## config.mk

```make
export PLATFORM = sky130hd
export DESIGN_NAME = restoring_divider_8bit
export DESIGN_NICKNAME = d
export VERILOG_FILES = /design/src/rtl/restoring_divider_8bit.sv
export SDC_FILE = /design/constraint.sdc
export NUM_CORES = 1
export LEC_CHECK = 0
export ABC_AREA = 1
export CAP_MARGIN = 20
export CORE_MARGIN = 10
export CORE_UTILIZATION = 25
export CTS_CLUSTER_SIZE = 8
export DETAILED_ROUTE_END_ITERATION = 10
export GPL_TIMING_DRIVEN = 0
export PLACE_DENSITY = 0.49
export SLEW_MARGIN = 20
export SYNTH_ARGS = -nofsm -noshare
export SYNTH_HDL_FRONTEND = slang
export SYNTH_SLANG_ARGS = --single-unit
```

## constraint.sdc

```tcl
create_clock -name clk -period 1.7 [get_ports clk]
set_input_delay 0.34 -clock clk [delete_from_list [all_inputs] [get_ports clk]]
set_output_delay 0.34 -clock clk [all_outputs]
set_load 0.01 [all_outputs]
```

## src/rtl/restoring_divider_8bit.sv

```systemverilog
// Sequential unsigned restoring divider: one quotient bit per clock, start/busy/done handshake.
// Contains the 8-bit ripple subtractor used for each trial subtraction.

module full_subtractor_8bit (
  input  logic [7:0] A,
  input  logic [7:0] B,
  input  logic       Bin,
  output logic [7:0] Diff,
  output logic       Bout
);

  assign {Bout, Diff} = {1'b0, A} - {1'b0, B} - {8'd0, Bin};

endmodule

module restoring_divider_8bit #(
  parameter int unsigned WIDTH = 8
) (
  input  logic             clk,
  input  logic             rst,
  input  logic             start,
  input  logic [WIDTH-1:0] dividend,
  input  logic [WIDTH-1:0] divisor,
  output logic [WIDTH-1:0] quotient,
  output logic [WIDTH-1:0] remainder,
  output logic             busy,
  output logic             done,
  output logic             div_by_zero
);

  typedef enum logic [1:0] {StIdle, StRun, StDone} state_e;

  state_e     state_q, state_d;
  logic [7:0] r_q, r_d;
  logic [7:0] q_q, q_d;
  logic [7:0] d_q, d_d;
  logic [3:0] cnt_q, cnt_d;
  logic [7:0] quotient_q, quotient_d;
  logic [7:0] remainder_q, remainder_d;
  logic       dbz_q, dbz_d;

  logic [7:0] trial;
  logic [7:0] diff;
  logic       bout;
  logic       qb;

  // Low 8 bits of the 9-bit trial remainder; r_q[7] is the implicit 9th bit.
  assign trial = {r_q[6:0], q_q[7]};

  full_subtractor_8bit u_sub (
    .A    (trial),
    .B    (d_q),
    .Bin  (1'b0),
    .Diff (diff),
    .Bout (bout)
  );

  assign qb = r_q[7] | ~bout;

  always_comb begin
    state_d     = state_q;
    r_d         = r_q;
    q_d         = q_q;
    d_d         = d_q;
    cnt_d       = cnt_q;
    quotient_d  = quotient_q;
    remainder_d = remainder_q;
    dbz_d       = dbz_q;

    case (state_q)
      StRun: begin
        r_d   = qb ? diff : trial;
        q_d   = {q_q[6:0], qb};
        cnt_d = cnt_q + 4'd1;
        if (cnt_q == 4'd7) begin
          state_d     = StDone;
          quotient_d  = q_d;
          remainder_d = r_d;
        end
      end
      default: begin
        // Idle and Done both accept a new request, enabling back-to-back operation.
        state_d = StIdle;
        if (start) begin
          if (divisor != 8'd0) begin
            state_d = StRun;
            r_d     = 8'd0;
            q_d     = dividend;
            d_d     = divisor;
            cnt_d   = 4'd0;
            dbz_d   = 1'b0;
          end else begin
            state_d     = StDone;
            quotient_d  = 8'hFF;
            remainder_d = dividend;
            dbz_d       = 1'b1;
          end
        end
      end
    endcase
  end

  always_ff @(posedge clk or posedge rst) begin
    if (rst) begin
      state_q     <= StIdle;
      r_q         <= 8'd0;
      q_q         <= 8'd0;
      d_q         <= 8'd0;
      cnt_q       <= 4'd0;
      quotient_q  <= 8'd0;
      remainder_q <= 8'd0;
      dbz_q       <= 1'b0;
    end else begin
      state_q     <= state_d;
      r_q         <= r_d;
      q_q         <= q_d;
      d_q         <= d_d;
      cnt_q       <= cnt_d;
      quotient_q  <= quotient_d;
      remainder_q <= remainder_d;
      dbz_q       <= dbz_d;
    end
  end

  assign busy        = (state_q == StRun);
  assign done        = (state_q == StDone);
  assign quotient    = quotient_q;
  assign remainder   = remainder_q;
  assign div_by_zero = dbz_q;

endmodule

```

Word-level counts from Yosys, hierarchy flattened

Cells that the tools add are included.

Add/sub/neg operators: 2
Eq/ne operators: 5
Muxes and demuxes: 23
Bitwise gates (word level): 3
Reductions and logical operators: 7

Operators by type and width:

| operator                                               | count |
|---|---|
| two-way mux 8 bit                                      | 15 |
| two-way mux 4 bit                                      | 3 |
| subtractor 8 x 8 -> 9 bit                              | 1 |
| two-way mux 2 bit                                      | 4 |
| nonzero test 8 bit                                     | 1 |
| AND reduction 3 bit                                    | 2 |
| adder 4 x 1 -> 4 bit (second input constant)           | 1 |
| equality test 4 x 3 -> 1 bit (second input constant)   | 1 |
| AND reduction 2 bit                                    | 2 |
| nonzero test 2 bit                                     | 2 |
| equality test 2 x 1 -> 1 bit (second input constant)   | 1 |
| equality test 2 bit (second input constant)            | 1 |
| inequality test 2 x 1 -> 1 bit (second input constant) | 1 |
| inequality test 2 bit (second input constant)          | 1 |
| inverter 1 bit                                         | 2 |
| two-way mux 1 bit                                      | 1 |
| bitwise OR 1 bit                                       | 1 |

Bits in registers: 47
Input port bits: 19
Output and inout bits: 19
Word-level logic and storage cells: 48

Longest topological paths before layout

Gate-level depths: netlist of run 1.

Word-level depth: 6
Mapped depth: 14
Gate-level depth less buffers: 14

Hierarchy

From an unflattened synthesis of run 1, not the netlist that was laid out.

Cells, all modules: 380
Area, all modules: 2,845.2 um^2

By module, submodules not included:

| module                 | times used | cells an instance | area each (um^2) | sequential area each (um^2) |
|---|---|---|---|---|
| restoring_divider_8bit | 1          | 280               | 2,268.4          | 1,176.1 |
| full_subtractor_8bit   | 1          | 100               | 576.8            | 0.0 |

Worst setup path before layout of run 1

Ideal clock, no wire load.

Path type: flip-flop to flip-flop
Start point: reg q_q[7]
End point: reg remainder_q[7] (netlist: remainder[7])
Setup time: 113 ps
Arrival: 1,675 ps
Data required time: 1,587 ps
Slack: -88 ps
Cell stages (with the launch flop): 15
Buffers on the path: 0
Clock period less this slack: 1,788 ps
Cells stage by stage: dfrtp_1 -> inv_1 -> ha_1 -> inv_1 -> fa_1 -> nand2_1 -> nand2_2 -> nand3_2 -> nand2_2 -> nand2_4 -> nor2_8 -> nand2_1 -> nand3_1 -> nand2_1 -> inv_1

Cells in the longest elaborated chain, start to end: 6

Ends and longest elaborated chain:

| what                          | RTL line | text |
|---|---|---|
| from (decl)                   | 35       | `logic [7:0] q_q, q_d;` |
| from (signal assigned)        | 116      | `q_q <= q_d;` |
| subtractor 8 x 8 -> 9 bit (*) | 12       | `assign {Bout, Diff} = {1'b0, A} - {1'b0, B} - {8'd0, Bin};` |
| inverter 1 bit                | 58       | `assign qb = r_q[7] \| ~bout;` |
| bitwise OR 1 bit              | 58       |  |
| two-way mux 8 bit (*)         | 72       | `r_d = qb ? diff : trial;` |
| two-way mux 8 bit (*)         | 75       | `if (cnt_q == 4'd7) begin` |
| two-way mux 8 bit (*)         | 70       | `case (state_q)` |
| to (signal assigned)          | 120      | `remainder_q <= remainder_d;` |
| to (decl)                     | 39       | `logic [7:0] remainder_q, remainder_d;` |

Mark *: on every way between the ends. The rest lies on a longest branch, timed or not. The select of a mux whose other input is x is not followed.
A chain may end at the register's enable or synchronous reset.

Worst setup path in the final report of run 1

Start point: reg q_q[7]
End point: reg remainder_q[3] (netlist: remainder[3])

Same word-level chain as after synthesis.

==> results.json, run 1 <==
{
  "status": "complete, but fails checks",
  "violations": "negative setup slack",
  "start_util_pct": 25.9,
  "grt.total_usage_pct": 9.41,
  "rows": 36,
  "synth-async-reset-ratio_pct": 100,
  "top_layer_used": "met4",
  "skew_ps": 7.56,
  "dp_hpwl_um": 5150,
  "ys_ff_latch": 47,
  "synth_common_cells": "79 x nand2_1, 57 x inv_1, 47 x dfrtp_1",
  "wl_met2_um": 3170,
  "holdWs_ps": 340,
  "slowest_delay_ps": 400,
  "crit_path_end_kind": "register",
  "crit_chain": "inv_2 -> ha_4 -> inv_4 -> fa_2 -> nand2_2 -> nand2_4 -> nand3_4 -> nand2_8 -> nand2_8 -> nor2_8 -> nand2_4 -> nand3_4 -> nand2_1 -> inv_1",
  "core_region_area_sq_um": 9860,
  "synth_edf_count": 0,
  "place.gp.congestion": 0.795,
  "reg2reg_slack_ps": -140,
  "antenna_left": 0,
  "grt_pass1_wl_um": 11200,
  "finalHoldViolCount": 0,
  "cts_buffers": 5,
  "maxSlewViolCount": 0,
  "area.growth.synth_to_final_pct": 38.4,
  "ys_seq_area_share_pct": 46.0,
  "rsz0062_at_grt": "true",
  "worstSetupStartpointType": "register",
  "drt-met1-wl_um": 3380,
  "path_clk_slew_ps": 100,
  "fin_crit_ps": 1840,
  "yosysTopAreaCell": "dfrtp_1",
  "antenna_found_initial": 0,
  "syn_area_sq_um": 2560,
  "grt_pass1_vias": 2169,
  "finalPower_w": 0.00784,
  "antenna_cells": 0,
  "firstDrtPassIters": 4,
  "vias": 2259,
  "layout-drive-gt1-share_pct": 19.3,
  "p_per_area_nw_per_um2": 2220,
  "worstMarginPinSlew_ps": 432,
  "r2r_start": "q_q[7]",
  "io_pins": 38,
  "ir_drop_uv": 738,
  "grt_max_degree": 30,
  "drc": 0,
  "slew-limit-headroom_pct": 71.2,
  "fin_area_sq_um": 3540,
  "cp.arrival_ps": 2040,
  "yosysWarningCount": 0,
  "clock_sinks": 47,
  "drtIter0Drc": 109,
  "setup_viol": 14,
  "fmax_mhz": 544,
  "syn_inst": 327,
  "synth.most_common_cell": "nand2_1",
  "min_path_type": "primary input to async pin",
  "die_area_sq_um": 14700,
  "clock_latency_ps": 300,
  "num-nets-final": 417,
  "synth_area_leaders": "dfrtp_1 46%, nand2_1 12%, inv_1 8.4%",
  "synth.avg_cell_area_sq_um": 7.82,
  "post_drt_wl_per_cell_um": 13.4,
  "synth_top_area_share_pct": 46.0,
  "reg2reg_to": "remainder[3]",
  "fin_crit_sh_pct": 108,
  "power.leakage_nw": 1.75,
  "worst_slack_ps": -139,
  "required_ps": 1900,
  "synth_fp_nets": 356,
  "dieWidth_um": 121,
  "placed_area_sq_um": 3120,
  "die_h_um": 121,
  "portBuffers": 37,
  "totalWireLength_um": 7000,
  "clock_path_buffers": 2,
  "critPathKind": "register to register",
  "synth.distinct_cells": 26,
  "path_max_fanout": 6,
  "crit_family": "simple AND/OR/NAND/NOR gates",
  "path_buf_inv": 3,
  "avgViaCountPerCell": 4.33,
  "overflow": 0,
  "routed-wl-met3_um": 382,
  "clock_tree.root_cell": "clkbuf_8",
  "cts_tree": "built",
  "synthFlopType": "dfrtp_1",
  "rr_worst_depth": 14,
  "maxCapViolCount": 0,
  "htreeDepth": 2,
  "slowest_stage": "dfrtp_1"
}
[routing by layer]
layer / track usage, % / vias up
li1: - / 1153
met1: 12.9 / 1058
met2: 14.3 / 42
met3: 2.42 / 6
met4: 2.41 / 0
met5: 0 / -
[final cells by class]
type / instances / area (sq um)
Clock inverter: 3 / 47.5
Multi-Input combinational cell: 214 / 1280
Clock buffer: 5 / 68.8
Buffer: 7 / 55.1
Sequential cell: 47 / 1180
Inverter: 60 / 230
Tap cell: 133 / 166
Fill cell: 1051 / 6330
Timing Repair Buffer: 53 / 509
[worst max path at each step]
| stage | start | end | slack, ps | depth (start not counted) |
|---|---|---|---|---|
| after floorplan | q_q[7] | remainder[7] | -40 | 14 |
| after global placement | rst | d_q[1] | -850 | 2 |
| after detailed placement | state_q[1] | busy | -440 | 3 |
| after CTS | q_q[7] | remainder[6] | -170 | 14 |
| after global routing | q_q[7] | remainder[5] | -260 | 14 |
| final | q_q[7] | remainder[3] | -140 | 14 |
[layout by cell type (no fill, tap or decap), drive strengths merged]
cell type      synthesis  routed
clkdlybuf4s15          0       1
a31oi                  8       8
dfrtp                 47      47
nand2                 83      84
nand4                  7       7
a21oi                  3       3
fa                     1       1
buf                    7      22
clkinv                 0       1
dlygate4sd2            0       1
nor2                  34      34
xor2                   3       3
ha                     9       9
clkdlybuf4s50          0      35
xnor2                  1       1
o21ai                 28      28
inv                   60      61
o211ai                 1       1
bufinv                 0       1
or2                    5       5
clkbuf                 0       6
nand3                 30      30
[timing repair]
| action | in CTS | in global routing |
|---|---|---|
| buffers inserted | 7 | 8 |
| resized for setup | 21 | 30 |
| setup endpoints to repair | 24 | 45 |
| gates cloned | 1 | 0 |
| hold buffers | 0 | 0 |
| pin swaps | 10 | 11 |
[kinds of logic (layout without fill, tap and decap cells)]
group	count (synthesis)	after routing	share of synthesized area, %
xor+xnor	4	4	1.37
fa+ha+maj	10	10	5.19
flops	47	47	46.0
simple gates	159	160	28.6
compound gates	40	40	8.47
buf+inv	67	128	10.3
[where the power goes]
group          switching, W  internal, W
Sequential         0.000288      0.00165
Clock              0.000421     0.000447
Combinational       0.00293      0.00211
[through the flow]
step	util [%]	TNS [ps]	cells	setup WS, ps
2_1_floorplan	-	-199	327	-35.5
3_3_place_gp	31.4	-50970	497	-852
3_5_place_dp	31.6	-11260	498	-436
4_1_cts	34.1	-1690	514	-175
5_1_grt	35.9	-3260	522	-255
6_report	35.9	-1260	522	-139
[registers in the layout (all words and copies together) (netlist names)]
name / cells
cnt_q: 4
d_q: 8
div_by_zero: 1
q_q: 8
quotient: 8
r_q: 8
remainder: 8
state_q: 2
(Power assumes the default switching activity.)
==> inputs of run 2 (changes only) <==
--- a/config.mk
+++ b/config.mk
@@ -9,9 +9,9 @@
 export CAP_MARGIN = 20
 export CORE_MARGIN = 10
 export CORE_UTILIZATION = 25
-export CTS_CLUSTER_SIZE = 8
 export DETAILED_ROUTE_END_ITERATION = 10
 export GPL_TIMING_DRIVEN = 0
+export MAX_ROUTING_LAYER = met4
 export PLACE_DENSITY = 0.49
 export SLEW_MARGIN = 20
 export SYNTH_ARGS = -nofsm -noshare
==> results.json, run 2 (synthesized netlist as in run 1, its figures left out) <==
{
  "post_drt_wl_per_cell_um": 13.4,
  "grt_pass1_vias": 2168,
  "fillerInstances": 1051,
  "register_area_sq_um": 1180,
  "grt.total_usage_pct": 9.68,
  "p_per_area_nw_per_um2": 2220,
  "antenna_cells": 0,
  "setup_tns_ps": -1240,
  "layout.cells.non_filler": 522,
  "status": "complete, but fails checks",
  "layout-drive-gt1-share_pct": 19.3,
  "cts_buffers": 5,
  "core_region_area_sq_um": 9860,
  "fin_crit_sh_pct": 108,
  "vias": 2263,
  "ir_drop_uv": 739,
  "overflow": 0,
  "dieWidth_um": 121,
  "required_ps": 1900,
  "setup_viol": 15,
  "finalHoldViolCount": 0,
  "avgViaCountPerCell": 4.34,
  "clock_latency_ps": 300,
  "clock_path_buffers": 2,
  "power.leakage_nw": 1.75,
  "start_util_pct": 25.9,
  "min_path_type": "primary input to async pin",
  "reg2reg_slack_ps": -140,
  "critPathKind": "register to register",
  "final_common_cell": "nand2_1",
  "slew-limit-headroom_pct": 71.2,
  "skew_ps": 7.31,
  "antenna_left": 0,
  "fmax_mhz": 545,
  "portBuffers": 37,
  "path_max_fanout": 6,
  "cp.arrival_ps": 2040,
  "htreeDepth": 2,
  "maxCapViolCount": 0,
  "dp.cells": 498,
  "worst_slack_ps": -135,
  "drc": 0,
  "grt_pass1_wl_um": 11200,
  "dp_slack_ps": -436,
  "worstSetupStartpointType": "register",
  "drtIter0Drc": 99,
  "clock_tree.root_cell": "clkbuf_8",
  "cts_hold_buf": 0,
  "path_clk_slew_ps": 100,
  "fin_crit_ps": 1840,
  "firstDrtPassIters": 4,
  "grt_max_degree": 30,
  "violations": "negative setup slack",
  "multiInputGateArea_sq_um": 1280,
  "rows": 36,
  "dp_hpwl_um": 5150,
  "clock_sinks": 47,
  "rsz0062_at_grt": "true",
  "area.growth.synth_to_final_pct": 38.4,
  "die_h_um": 121,
  "crit_path_end_kind": "register",
  "place.gp.congestion": 0.806,
  "cts_tree": "built",
  "totalWireLength_um": 6990,
  "final_cell_mix": "72 x nand2_1, 53 x inv_1, 46 x dfrtp_1",
  "io_pins": 38,
  "antenna_found_initial": 0,
  "worstMarginPinSlew_ps": 431,
  "die_area_sq_um": 14700,
  "num-nets-final": 417,
  "maxSlewViolCount": 0
}
run 2: path summary, 6_finish.rpt:
path,endpoint,startpoint,cells past startpoint
worst max-delay path,remainder[3],q_q[7],14
worst min-delay path,quotient[4],rst,2
worst max register to register,remainder[3],q_q[7],14
worst min register to register,remainder[1],remainder[1],2
max in group asynchronous,state_q[1],rst,3
min in group clk,remainder[1],remainder[1],2
run 2: critical path, stage by stage (launching register included):
cell	delay [ps]
dfrtp_1	400
inv_2	80
ha_4	130
inv_4	30
fa_2	340
nand2_2	80
nand2_4	60
nand3_4	90
nand2_8	80
nand2_8	100
nor2_8	60
nand2_4	80
nand3_4	70
nand2_1	60
inv_1	30
run 2: area by class of cell:
class,instances,area share [%]
Multi-Input combinational cell,214,36.3
Buffer,7,1.56
Clock buffer,5,1.95
Sequential cell,47,33.3
Timing Repair Buffer,53,14.4
Inverter,60,6.51
Clock inverter,3,1.34
Tap cell,133,4.70
run 2: power breakdown:
| group | internal, W | switching (W) | total [W] |
|---|---|---|---|
| clock | 0.000447 | 0.000422 | 0.000868 |
| sequential | 0.00165 | 0.000286 | 0.00194 |
| combinational | 0.00211 | 0.00293 | 0.00504 |
run 2: timing repair:
item / CTS / global route
setup buffers: 7 / 8
pin swaps: 10 / 11
setup endpoints to repair: 24 / 45
gates cloned: 1 / 0
gates resized for setup: 21 / 30
run 2: metal layers:
| metal | wire length (um) | global-route usage (%) | vias up |
|---|---|---|---|
| li1 | - | - | 1153 |
| met1 | 3440 | 13.3 | 1048 |
| met2 | 3150 | 14.3 | 54 |
| met3 | 312 | 1.77 | 8 |
| met4 | 91 | 2.41 | 0 |
| met5 | 0 | - | - |
run 2: stage by stage:
stage	area, sq um	total power (W)	utilization (%)	hold WS [ps]
after global placement	3100	0.00581	31.4	473
after floorplan	2560	0.00467	-	446
after detailed placement	3120	0.00586	31.6	478
final	3540	0.00784	35.9	341
after global routing	3540	0.00856	35.9	373
after CTS	3370	0.00726	34.1	353
